===== src/rtl/id_ex_operand_stage.sv =====
// ID->EX pipeline register: holds decoded operands/control, forwards from MEM/WB,
// selects immediate vs rs2, and inserts one bubble on a load-use hazard.
module id_ex_operand_stage #(
  parameter int XLEN   = 32,
  parameter int RA_W   = 5,
  parameter int CTRL_W = 4,
  parameter int CNT_W  = 16
) (
  input  logic              clk,
  input  logic              rst_n,
  input  logic              id_valid,
  output logic              id_ready,
  input  logic [RA_W-1:0]   id_rs1_addr,
  input  logic [RA_W-1:0]   id_rs2_addr,
  input  logic [XLEN-1:0]   id_rs1_data,
  input  logic [XLEN-1:0]   id_rs2_data,
  input  logic [XLEN-1:0]   id_imm,
  input  logic              id_use_imm,
  input  logic [CTRL_W-1:0] id_alu_control,
  input  logic [RA_W-1:0]   id_rd_addr,
  input  logic              id_reg_write,
  input  logic              id_mem_read,
  input  logic              flush,
  input  logic              ex_ready,
  output logic              ex_valid,
  output logic [XLEN-1:0]   alu_inp1,
  output logic [XLEN-1:0]   alu_inp2,
  output logic [CTRL_W-1:0] alu_control,
  output logic [XLEN-1:0]   ex_store_data,
  output logic [RA_W-1:0]   ex_rd_addr,
  output logic              ex_reg_write,
  output logic              ex_mem_read,
  input  logic [RA_W-1:0]   mem_rd_addr,
  input  logic              mem_reg_write,
  input  logic [XLEN-1:0]   mem_result,
  input  logic [RA_W-1:0]   wb_rd_addr,
  input  logic              wb_reg_write,
  input  logic [XLEN-1:0]   wb_result,
  output logic [CNT_W-1:0]  bubble_count
);

  typedef struct packed {
    logic [RA_W-1:0]   rs1_addr;
    logic [RA_W-1:0]   rs2_addr;
    logic [XLEN-1:0]   rs1_data;
    logic [XLEN-1:0]   rs2_data;
    logic [XLEN-1:0]   imm;
    logic              use_imm;
    logic [CTRL_W-1:0] alu_control;
    logic [RA_W-1:0]   rd_addr;
    logic              reg_write;
    logic              mem_read;
  } held_t;

  held_t             held_q, held_d;
  logic              valid_q, valid_d;
  logic [CNT_W-1:0]  bubble_count_q, bubble_count_d;
  logic              hazard;
  logic [XLEN-1:0]   fwd_rs1, fwd_rs2;

  function automatic logic [XLEN-1:0] forward(
    input logic [RA_W-1:0] addr,
    input logic [XLEN-1:0] held_data,
    input logic            m_we,
    input logic [RA_W-1:0] m_rd,
    input logic [XLEN-1:0] m_res,
    input logic            w_we,
    input logic [RA_W-1:0] w_rd,
    input logic [XLEN-1:0] w_res
  );
    logic [XLEN-1:0] r;
    r = held_data;
    if (addr != '0 && m_we && m_rd == addr)      r = m_res;
    else if (addr != '0 && w_we && w_rd == addr) r = w_res;
    return r;
  endfunction

  // A held load whose rd feeds a source the incoming instruction actually reads.
  assign hazard = valid_q && held_q.mem_read && (held_q.rd_addr != '0) &&
                  ((held_q.rd_addr == id_rs1_addr) ||
                   ((held_q.rd_addr == id_rs2_addr) && !id_use_imm));

  assign id_ready = (!valid_q || ex_ready) && !hazard;

  always_comb begin
    held_d         = held_q;
    valid_d        = valid_q;
    bubble_count_d = bubble_count_q;
    if (flush) begin
      valid_d = 1'b0;
    end else if (id_valid && id_ready) begin
      held_d.rs1_addr    = id_rs1_addr;
      held_d.rs2_addr    = id_rs2_addr;
      held_d.rs1_data    = id_rs1_data;
      held_d.rs2_data    = id_rs2_data;
      held_d.imm         = id_imm;
      held_d.use_imm     = id_use_imm;
      held_d.alu_control = id_alu_control;
      held_d.rd_addr     = id_rd_addr;
      held_d.reg_write   = id_reg_write;
      held_d.mem_read    = id_mem_read;
      valid_d            = 1'b1;
    end else if (hazard && ex_ready) begin
      valid_d = 1'b0;
      if (bubble_count_q != '1) bubble_count_d = bubble_count_q + 1'b1;
    end else if (valid_q && ex_ready) begin
      valid_d = 1'b0;
    end
  end

  always_ff @(posedge clk or negedge rst_n) begin
    if (!rst_n) begin
      held_q         <= '0;
      valid_q        <= 1'b0;
      bubble_count_q <= '0;
    end else begin
      held_q         <= held_d;
      valid_q        <= valid_d;
      bubble_count_q <= bubble_count_d;
    end
  end

  always_comb begin
    fwd_rs1 = forward(held_q.rs1_addr, held_q.rs1_data, mem_reg_write, mem_rd_addr,
                      mem_result, wb_reg_write, wb_rd_addr, wb_result);
    fwd_rs2 = forward(held_q.rs2_addr, held_q.rs2_data, mem_reg_write, mem_rd_addr,
                      mem_result, wb_reg_write, wb_rd_addr, wb_result);
  end

  assign ex_valid      = valid_q;
  assign alu_inp1      = fwd_rs1;
  assign alu_inp2      = held_q.use_imm ? held_q.imm : fwd_rs2;
  assign ex_store_data = fwd_rs2;
  assign alu_control   = held_q.alu_control;
  assign ex_rd_addr    = held_q.rd_addr;
  assign ex_reg_write  = held_q.reg_write && valid_q;
  assign ex_mem_read   = held_q.mem_read && valid_q;
  assign bubble_count  = bubble_count_q;

endmodule


===== config.mk =====
export PLATFORM = sky130hd
export DESIGN_NAME = id_ex_operand_stage
export DESIGN_NICKNAME = d
export VERILOG_FILES = /design/src/rtl/id_ex_operand_stage.sv
export SDC_FILE = /design/constraint.sdc
export NUM_CORES = 1
export LEC_CHECK = 0
export BUFFER_PORTS_ARGS = -buffer_cell sky130_fd_sc_hd__clkbuf_2
export CAP_MARGIN = 20
export CELL_PAD_IN_SITES_DETAIL_PLACEMENT = 0
export CELL_PAD_IN_SITES_GLOBAL_PLACEMENT = 1
export CORE_MARGIN = 2
export CORE_UTILIZATION = 36
export CTS_CLUSTER_SIZE = 20
export DETAILED_ROUTE_END_ITERATION = 16
export PLACE_DENSITY = 0.82
export SYNTH_ARGS = -nofsm -noshare
export SYNTH_HDL_FRONTEND = slang
export SYNTH_SLANG_ARGS = --single-unit

===== constraint.sdc =====
create_clock -name clk -period 2.6 [get_ports clk]
set_clock_uncertainty 0.15 [all_clocks]
set_input_delay 0.13 -clock clk [delete_from_list [all_inputs] [get_ports clk]]
set_output_delay 0.13 -clock clk [all_outputs]
set_load 0.01 [all_outputs]

==> results.yml, run 1 <==
global_route:
  track_usage_pct: 23.3
  overflow: 0
  grtUsageMet1_pct: 29.1
  met2_usage_pct: 40.1
  grt_pass1_vias: 7565
  busiest_layer: "met2"
  use_met3_pct: 5.58
  grt_pass1_wl_mm: 40.4
  grt_max_degree: 52
  antenna_found_initial: 3
setup_path:
  r2r_start: "ex_rd_addr[1]"
  r2r_slack_ns: 0.16
  r2r-end: "held_q[23]"
  crit_slowest_cell: "or4_4"
  end_kind: "primary output"
  crit_type: "reg2out"
  crit_path_max_incr_delay_ns: 0.59
  cp_max_fo: 12
  required_ns: 2.32
  worst_setup_path_start_kind: "flop"
  reg2reg_depth: 6
  path_cells: "or4_4, o211ai_4, buf_4, buf_12, nor3_1, a31oi_1, mux2_2, clkbuf_2"
  arrival_ns: 2.61
yosys:
  yosys-top-cells-area: "dfrtp_1 (44%), mux2_2 (19%), mux2i_1 (4.2%)"
  synth_seq_cells: 135
  synth_top_area_cell: "dfrtp_1"
  syn_avg_cell_area_sq_um: 11.2
  yosysSeqAreaShare_pct: 44.2
  postSynthCellCount: 683
  synthesis.nets: 883
  netlist.area_leader.share_pct: 44.2
  synth.distinct_cells: 42
  syn-cell-area_sq_um: 7630
  ys_warn_count: 0
power_and_ir_drop:
  seq_power_share_pct: 33.0
  power_switching_uw: 2520
  p_leak_uw: 0.00570
  combPwrFrac_pct: 34.6
  p_clk_share_pct: 32.4
  irDropWorstVdd_mv: 0.432
  p_int_uw: 5600
  switching_share_pct: 31.0
  power_uw: 8110
  powerDensity_nw_per_um2: 647
route:
  drc_errors: 0
  vias_per_cell: 5.02
  routedWlPerCell_um: 19.2
  first_iter_violations: 327
  first_pass_iters: 4
  wirelength_mm: 27.9
  vias: 7316
  ant_nets: 0
clock_tree:
  htree_levels: 4
  clock-sinks: 135
  clk_pin_slew_ns: 0.06
  clockBufferDepth: 2
  cts_buffers: 17
  cts_tree: "done"
  cts-root-buf: "clkbuf_16"
  clock_latency_ns: 0.42
placement:
  place_congestion: 0.818
  dp_slack_ns: -0.0499
  dpl.hpwl_mm: 18.5
  port_buffers: 323
final_layout:
  multiInputGateArea_sq_um: 4270
  drive_gt1_share_pct: 53.8
  syn_to_final_growth_pct: 64.3
  fillers: 1729
  seq_area_sq_um: 3380
  nets: 1367
sta:
  fin_crit_ns: 2.89
  rsz0062_at_grt: "yes"
  fmax_mhz: 346
  maxSlewHeadroom_pct: 36.9
  fin_ws_ns: -0.293
  period_share_pct: 111
  setup_viol: 61
  tightest_slew_ns: 0.946
  slew_violations: 0
  hold_viol: 0
floorplanning:
  die-height_um: 150
  io_pins: 324
  start_util_pct: 36.5
  dieArea_sq_um: 22400
  die_x_um: 150
  row_count: 53
  coreArea_sq_um: 20900
job:
  drv_cap: 0
outcome:
  status: "complete, but fails checks"
  violations: "setup timing"
hold_path:
  hp-class: "in2async"
[registers in the layout (all words and copies together) (netlist names)]
register	cells
held_q	109
bubble_count	16
ex_rd_addr	5
alu_control	4
ex_valid	1
[metrics by stage]
stage               instances  instance area, sq um  TNS (ns)  utilization, %  hold slack [ns]
floorplan                 683                  7630         0               -           -0.316
global placement         1268                  9770   -0.0592            46.8          -0.0663
detailed placement       1268                  9770    -0.134            46.8          -0.0653
CTS                      1437                 12100    -10.63            57.7           0.0488
global route             1456                 12500    -16.99            60.0           0.0721
finish                   1456                 12500     -9.51            60.0           0.0424
[cells by family after synthesis]
kind of cell / synth area share, %
multiplexers: 27.5
buffers and inverters: 4.92
AND/OR/NAND/NOR: 9.87
flip-flops: 44.2
adder cells (fa/ha/maj): 0.164
AO/OA/AOI/OAI: 8.19
XOR/XNOR: 5.16
[timing repair]
| action | in CTS | in global routing |
|---|---|---|
| buffers inserted | 14 | 11 |
| endpoints found under the setup margin | 96 | 97 |
| hold buffers | 121 | 0 |
| pin swaps | 11 | 10 |
| gates resized for setup | 90 | 86 |
| gates cloned | 3 | 7 |
| hold endpoints to repair | 254 | 0 |
[metal layers]
metal  wire, um  part of all wire (%)  vias up
li1           -                     -     3464
met4        408                   1.5        2
met1      11700                    42     3558
met2      13900                    50      265
met3       1880                   6.7       27
met5         13                 0.047        -
[how the worst max path moves through the flow]
stage | from | to | slack [ns]
finish | held_q[110] | alu_inp2[21] | -0.29
global route | held_q[110] | alu_inp2[21] | -0.37
CTS | held_q[109] | alu_inp2[19] | -0.27
detailed placement | held_q[115] | alu_inp1[10] | -0.05
global placement | held_q[116] | alu_inp1[10] | -0.03
floorplan | ex_rd_addr[0] | held_q[39] | 0.27
[final cells by class]
type,instances,share of cell area [%]
diodes,1,0.0200
flip-flops and latches,135,26.9
repair buffers,527,31.1
multi-input cells,484,34.1
well taps,275,2.74
clock buffers,19,3.53
inverters,2,0.0599
clock inverters,13,1.54
[power groups by stage]
stage	Sequential (uW)	Clock [uW]	Combinational [uW]
3_5_place_dp	2700	0	2230
3_3_place_gp	2690	0	2210
6_report	2680	2630	2810
5_1_grt	2720	2770	3010
2_1_floorplan	2600	0	1320
4_1_cts	2670	2680	2560
[cells in the mapped netlist, drive strengths merged]
| cell | instances |
|---|---|
| nor4 | 5 |
| and4 | 2 |
| ha | 1 |
| mux2i | 32 |
| a31oi | 32 |
| buf | 36 |
| and3 | 4 |
| o21ai | 66 |
| o211ai | 2 |
| and2 | 2 |
| nor3 | 41 |
| o211a | 1 |
| a41o | 1 |
| xor2 | 19 |
| nand2b | 1 |
| xnor2 | 26 |
| a21oi | 1 |
| nor3b | 2 |
| o2111ai | 2 |
| nand4 | 6 |
| nor2 | 3 |
| o32a | 1 |
| or2 | 1 |
| o21a | 1 |
| clkbuf | 26 |
| nand2 | 38 |
| inv | 2 |
| mux2 | 151 |
| nand3 | 40 |
| dfrtp | 135 |
| or4 | 3 |
[cell usage in the layout, fill, tap and decap left out, types with 6 or more instances in the layout]
cell / count
a31oi_1: 13
a31oi_4: 14
buf_12: 14
buf_2: 21
buf_4: 53
buf_6: 18
clkbuf_16: 22
clkbuf_2: 290
dfrtp_1: 134
dlygate4sd3_1: 121
mux2_2: 128
mux2_4: 23
mux2i_1: 32
nand2_1: 37
nand3_1: 40
nand4_1: 6
nor3_1: 41
o21ai_0: 9
o21ai_1: 43
o21ai_2: 13
xnor2_1: 25
xor2_1: 19
[critical path, delay by kind of cell (launching register included)]
family | cells | cell delay (ns)
AOI/OAI and AO/OA | 2 | 0.46
buffers and inverters | 3 | 0.47
DFF | 1 | 0.37
muxes | 1 | 0.24
and+or+nand+nor | 2 | 0.65
Note: power is estimated with default switching activity, not from simulation.
==> run 2: changes to the inputs <==
--- a/config.mk
+++ b/config.mk
@@ -10,10 +10,9 @@
 export CELL_PAD_IN_SITES_DETAIL_PLACEMENT = 0
 export CELL_PAD_IN_SITES_GLOBAL_PLACEMENT = 1
 export CORE_MARGIN = 2
-export CORE_UTILIZATION = 36
-export CTS_CLUSTER_SIZE = 20
+export CORE_UTILIZATION = 33
 export DETAILED_ROUTE_END_ITERATION = 16
-export PLACE_DENSITY = 0.82
+export PLACE_DENSITY = 0.79
 export SYNTH_ARGS = -nofsm -noshare
 export SYNTH_HDL_FRONTEND = slang
 export SYNTH_SLANG_ARGS = --single-unit
==> constraint.sdc (replaced) <==
create_clock -name clk -period 2.5 [get_ports clk]
set_clock_uncertainty 0.15 [all_clocks]
set_input_delay 0.125 -clock clk [delete_from_list [all_inputs] [get_ports clk]]
set_output_delay 0.125 -clock clk [all_outputs]
set_load 0.01 [all_outputs]
==> run 2 against run 1 <==
The flow still finishes with violations (setup timing). Non-clock buffer count grew 16. Sequential share of layout area shrank 1.1 points. Design area increased by 4.5%. Routed wire length is 8.8% higher. Cell count increased by 1.7%. Clock power shrank 2%. Core utilization is 2.3 points lower. Combinational power is 11% higher. Largest cell class unchanged.
==> results.yml, run 2 (synthesis gave the netlist of run 1 again) <==
final_layout:
  largest_register_ffs: 109
  drive_gt1_share_pct: 58.1
  final_cell_mix: "clkbuf_2 (268), dfrtp_1 (132), dlygate4sd3_1 (121)"
  nets: 1383
  final_common_cell: "clkbuf_2"
  syn_to_final_growth_pct: 71.6
  diodes: 0
  fillers: 1874
  top_register: "held_q"
sta:
  hold_viol: 0
  whs_ns: 0.0890
  tightest_slew_ns: 0.561
  fin_crit_ns: 2.86
  slew_violations: 0
  setup_viol: 96
  fmax_mhz: 350
  maxSlewHeadroom_pct: 62.6
  period_share_pct: 114
  rsz0062_at_grt: "yes"
  fin_tns_setup_ns: -22.08
  fin_ws_ns: -0.357
setup_path:
  cp_max_fo: 8
  crit_slowest_cell: "or4_4"
  required_ns: 2.23
  crit_buf_inv: 3
  r2r_slack_ns: 0.06
  crit_path_max_incr_delay_ns: 0.59
  worst_setup_path_start_kind: "flop"
  arrival_ns: 2.58
  crit_type: "reg2out"
  path_delay_family: "simple AND/OR/NAND/NOR gates"
  path_cells: "or4_4, o211ai_4, or2_4, buf_4, buf_12, a31oi_2, mux2_4, clkbuf_2"
  end_kind: "primary output"
global_route:
  grt_pass1_vias: 7934
  grt_max_degree: 57
  track_usage_pct: 23.5
  overflow: 0
  grt_pass1_wl_mm: 44.0
  antenna_found_initial: 0
clock_tree:
  cts_buffers: 17
  htree_levels: 4
  clockBufferDepth: 2
  clock_latency_ns: 0.41
  clk_pin_slew_ns: 0.06
  cts_tree: "done"
  clock-sinks: 135
  cts-root-buf: "clkbuf_16"
route:
  vias: 7643
  vias_per_cell: 5.16
  wirelength_mm: 30.4
  routedWlPerCell_um: 20.5
  first_pass_iters: 4
  ant_nets: 0
  drc_errors: 0
  first_iter_violations: 394
outcome:
  status: "complete, but fails checks"
  violations: "setup timing"
power_and_ir_drop:
  power_uw: 8460
  powerDensity_nw_per_um2: 646
  irDropWorstVdd_mv: 0.381
  p_leak_uw: 0.00596
placement:
  port_buffers: 323
  place_congestion: 0.800
  dp_slack_ns: 0.00293
  dpl.hpwl_mm: 19.2
floorplanning:
  die_x_um: 156
  row_count: 55
  dieArea_sq_um: 24400
  start_util_pct: 33.6
  io_pins: 324
  die-height_um: 156
  coreArea_sq_um: 22700
job:
  drv_cap: 0
hold_path:
  hp-class: "in2async"
==> run 2: path summary, 6_finish.rpt <==
kind / from / cells after the start / endpoint
min in group clk: id_valid / 5 / held_q[112]
worst max-delay path: held_q[109] / 8 / alu_inp2[19]
worst min register to register: bubble_count[12] / 1 / bubble_count[12]
worst max register to register: ex_rd_addr[1] / 7 / held_q[51]
worst min-delay path: rst_n / 2 / held_q[102]
max in group asynchronous: rst_n / 3 / held_q[53]
==> run 2: final cells by class <==
cell class / instances / area [sq um] / area share [%]
clock buffer: 21 / 450 / 3.44
multi-input combinational: 484 / 4460 / 34.1
inverter: 2 / 7.51 / 0.0573
timing repair buffer: 543 / 4300 / 32.8
clock inverter: 11 / 148 / 1.13
sequential: 135 / 3380 / 25.8
tap: 285 / 357 / 2.72
==> run 2: power breakdown <==
part / switching, uW / internal (uW) / total, uW
Sequential: 222 / 2530 / 2750
Clock: 993 / 1600 / 2590
Combinational: 1430 / 1690 / 3120
Total: 2640 / 5820 / 8460
==> run 2: routing by layer <==
metal | track usage [%] | vias to the layer above | routed length (um)
met3 | 5.39 | 57 | 1940
li1 | - | 3496 | -
met1 | 28.5 | 3751 | 12700
met4 | 8.96 | 0 | 829
met5 | 0 | - | 0
met2 | 40.6 | 339 | 14900
==> run 2: stage by stage <==
step	cell area, sq um	instances	util [%]
2_1_floorplan	7630	683	-
3_3_place_gp	9950	1289	43.8
3_5_place_dp	9980	1291	43.9
4_1_cts	12500	1465	55.1
5_1_grt	13100	1481	57.7
6_report	13100	1481	57.7
==> run 2: repair_timing <==
| item | 4_1_cts | 5_1_grt |
|---|---|---|
| setup endpoints to repair | 96 | 142 |
| endpoints found under the hold margin | 191 | 0 |
| hold buffers | 121 | 0 |
| setup buffers | 13 | 15 |
| gates cloned | 10 | 4 |
| pin swaps | 31 | 36 |
| gates resized for setup | 129 | 135 |
==> run 3: changes to the inputs <==
--- a/config.mk
+++ b/config.mk
@@ -12,7 +12,7 @@
 export CORE_MARGIN = 2
 export CORE_UTILIZATION = 33
 export DETAILED_ROUTE_END_ITERATION = 16
-export PLACE_DENSITY = 0.79
+export PLACE_DENSITY_LB_ADDON = 0.3
 export SYNTH_ARGS = -nofsm -noshare
 export SYNTH_HDL_FRONTEND = slang
 export SYNTH_SLANG_ARGS = --single-unit
==> run 3 against run 2 <==
The flow still finishes with violations (setup timing). Via count shrank 2.7%. First-iteration DRC count shrank 27%. Fmax grew 0.16%. Combinational power grew 1%. Register-to-register slack gained 0.06 ns. Hold slack gained 0.0075 ns. Critical endpoint is now alu_inp2[20]. Largest power group unchanged. Highest routed layer unchanged.
==> results.yml, run 3 (synthesis gave the netlist of run 1 again) <==
outcome:
  status: "complete, but fails checks"
  violations: "setup timing"
final_layout:
  syn_to_final_growth_pct: 70.6
  postLayoutCellArea_sq_um: 13000
  final_cells: 1482
  top_register: "held_q"
  nets: 1383
  largest_register_ffs: 109
  final_common_cell: "clkbuf_2"
  drive_gt1_share_pct: 57.0
  fin_util_pct: 57.3
  final_cell_mix: "clkbuf_2 (285), dfrtp_1 (134), mux2_2 (125)"
hold_path:
  hp-class: "in2async"
placement:
  dpl.hpwl_mm: 18.8
  dpl_cell_area_sq_um: 9960
  place_congestion: 0.760
  port_buffers: 323
  dp_cells: 1295
clock_tree:
  clockBufferDepth: 2
  htree_levels: 4
  clock_latency_ns: 0.42
  cts-root-buf: "clkbuf_16"
  clock-sinks: 135
  cts_tree: "done"
  clk_pin_slew_ns: 0.07
  cts_buffers: 17
sta:
  fmax_mhz: 351
  fin_ws_ns: -0.353
  rsz0062_at_grt: "yes"
  setup_viol: 94
  slew_violations: 0
  fin_tns_setup_ns: -21.15
  hold_viol: 0
  tightest_slew_ns: 0.606
  fin_crit_ns: 2.85
  maxSlewHeadroom_pct: 59.6
  period_share_pct: 114
route:
  routedWlPerCell_um: 19.7
  wirelength_mm: 29.2
  vias: 7433
  drc_errors: 0
  first_iter_violations: 286
  ant_nets: 0
  first_pass_iters: 4
  vias_per_cell: 5.02
setup_path:
  end_kind: "primary output"
  worst_setup_path_start_kind: "flop"
  required_ns: 2.23
  r2r_start: "ex_rd_addr[4]"
  crit_type: "reg2out"
  arrival_ns: 2.58
  startpoint: "held_q[109]"
  cp_max_fo: 6
power_and_ir_drop:
  powerDensity_nw_per_um2: 665
  power_uw: 8660
  irDropWorstVdd_mv: 0.407
  p_leak_uw: 0.00589
floorplanning:
  start_util_pct: 33.6
  row_count: 55
  die_x_um: 156
  dieArea_sq_um: 24400
  die-height_um: 156
  io_pins: 324
  coreArea_sq_um: 22700
global_route:
  grt_max_degree: 58
  grt_pass1_vias: 7452
  track_usage_pct: 22.6
  overflow: 0
  antenna_found_initial: 1
  grt_pass1_wl_mm: 41.8
job:
  drv_cap: 0
-- run 3: cell types whose count changed in the layout (fill, tap and decap cells not counted), sizes merged --
cell / previous run / this run
bufbuf: 1 / 0
clkinvlp: 1 / 3
buf: 149 / 133
diode: 0 / 1
bufinv: 3 / 4
clkinv: 5 / 3
inv: 4 / 5
clkbuf: 293 / 308
-- run 3: worst paths after layout --
check | slack (ns) | end | depth (start not counted)
setup / recovery | -0.35 | alu_inp2[20] | 8
hold / removal | 0.1 | held_q[90] | 2
setup reg to reg | 0.12 | held_q[77] | 6
hold reg to reg | 0.34 | bubble_count[9] | 1
max in group asynchronous | 1.30 | held_q[42] | 3
min in group clk | 0.13 | bubble_count[2] | 5
-- run 3: area by class of cell --
class                      count  area (sq um)
sequential                   135          3380
tap                          285           357
antenna                        1          2.50
clock inverter                13           195
timing repair buffer         543          4250
multi-input combinational    484          4400
fill                        1922          9690
inverter                       2          7.51
clock buffer                  19           433
-- run 3: metal layers --
metal	vias up	GRT usage, %	wire, um
li1	3508	-	-
met1	3647	28.1	12500
met2	239	39.8	14700
met3	39	4.17	1450
met4	0	7.30	543
met5	-	0	0
-- run 3: worst max-delay path, stage by stage, from the launching register on --
cell and delay (ns):
dfrtp_1 0.37, or4_4 0.58, o211ai_4 0.22, buf_12 0.16
clkbuf_16 0.17, o21ai_2 0.06, a31oi_1 0.26, mux2_2 0.20
clkbuf_2 0.13
-- run 3: stage by stage --
step	hold WS, ns	worst slack (ns)
final	0.0965	-0.353
after global routing	0.144	-0.462
after CTS	0.104	-0.378
after detailed placement	-0.00885	0.0382
after global placement	-0.00803	0.0562
after floorplan	-0.321	0.170
-- run 3: what timing repair did --
action                                 CTS  global route
pin swaps                                9            33
setup buffers                           14            13
hold buffers                           121             0
cloned                                   8             5
setup endpoints to repair               96           109
gates resized for setup                 97           160
endpoints found under the hold margin  174             0
-- run 3: report_power, final --
part | internal [uW] | total (uW) | switching [uW]
combinational | 1740 | 3160 | 1420
sequential | 2520 | 2770 | 241
clock | 1680 | 2730 | 1040
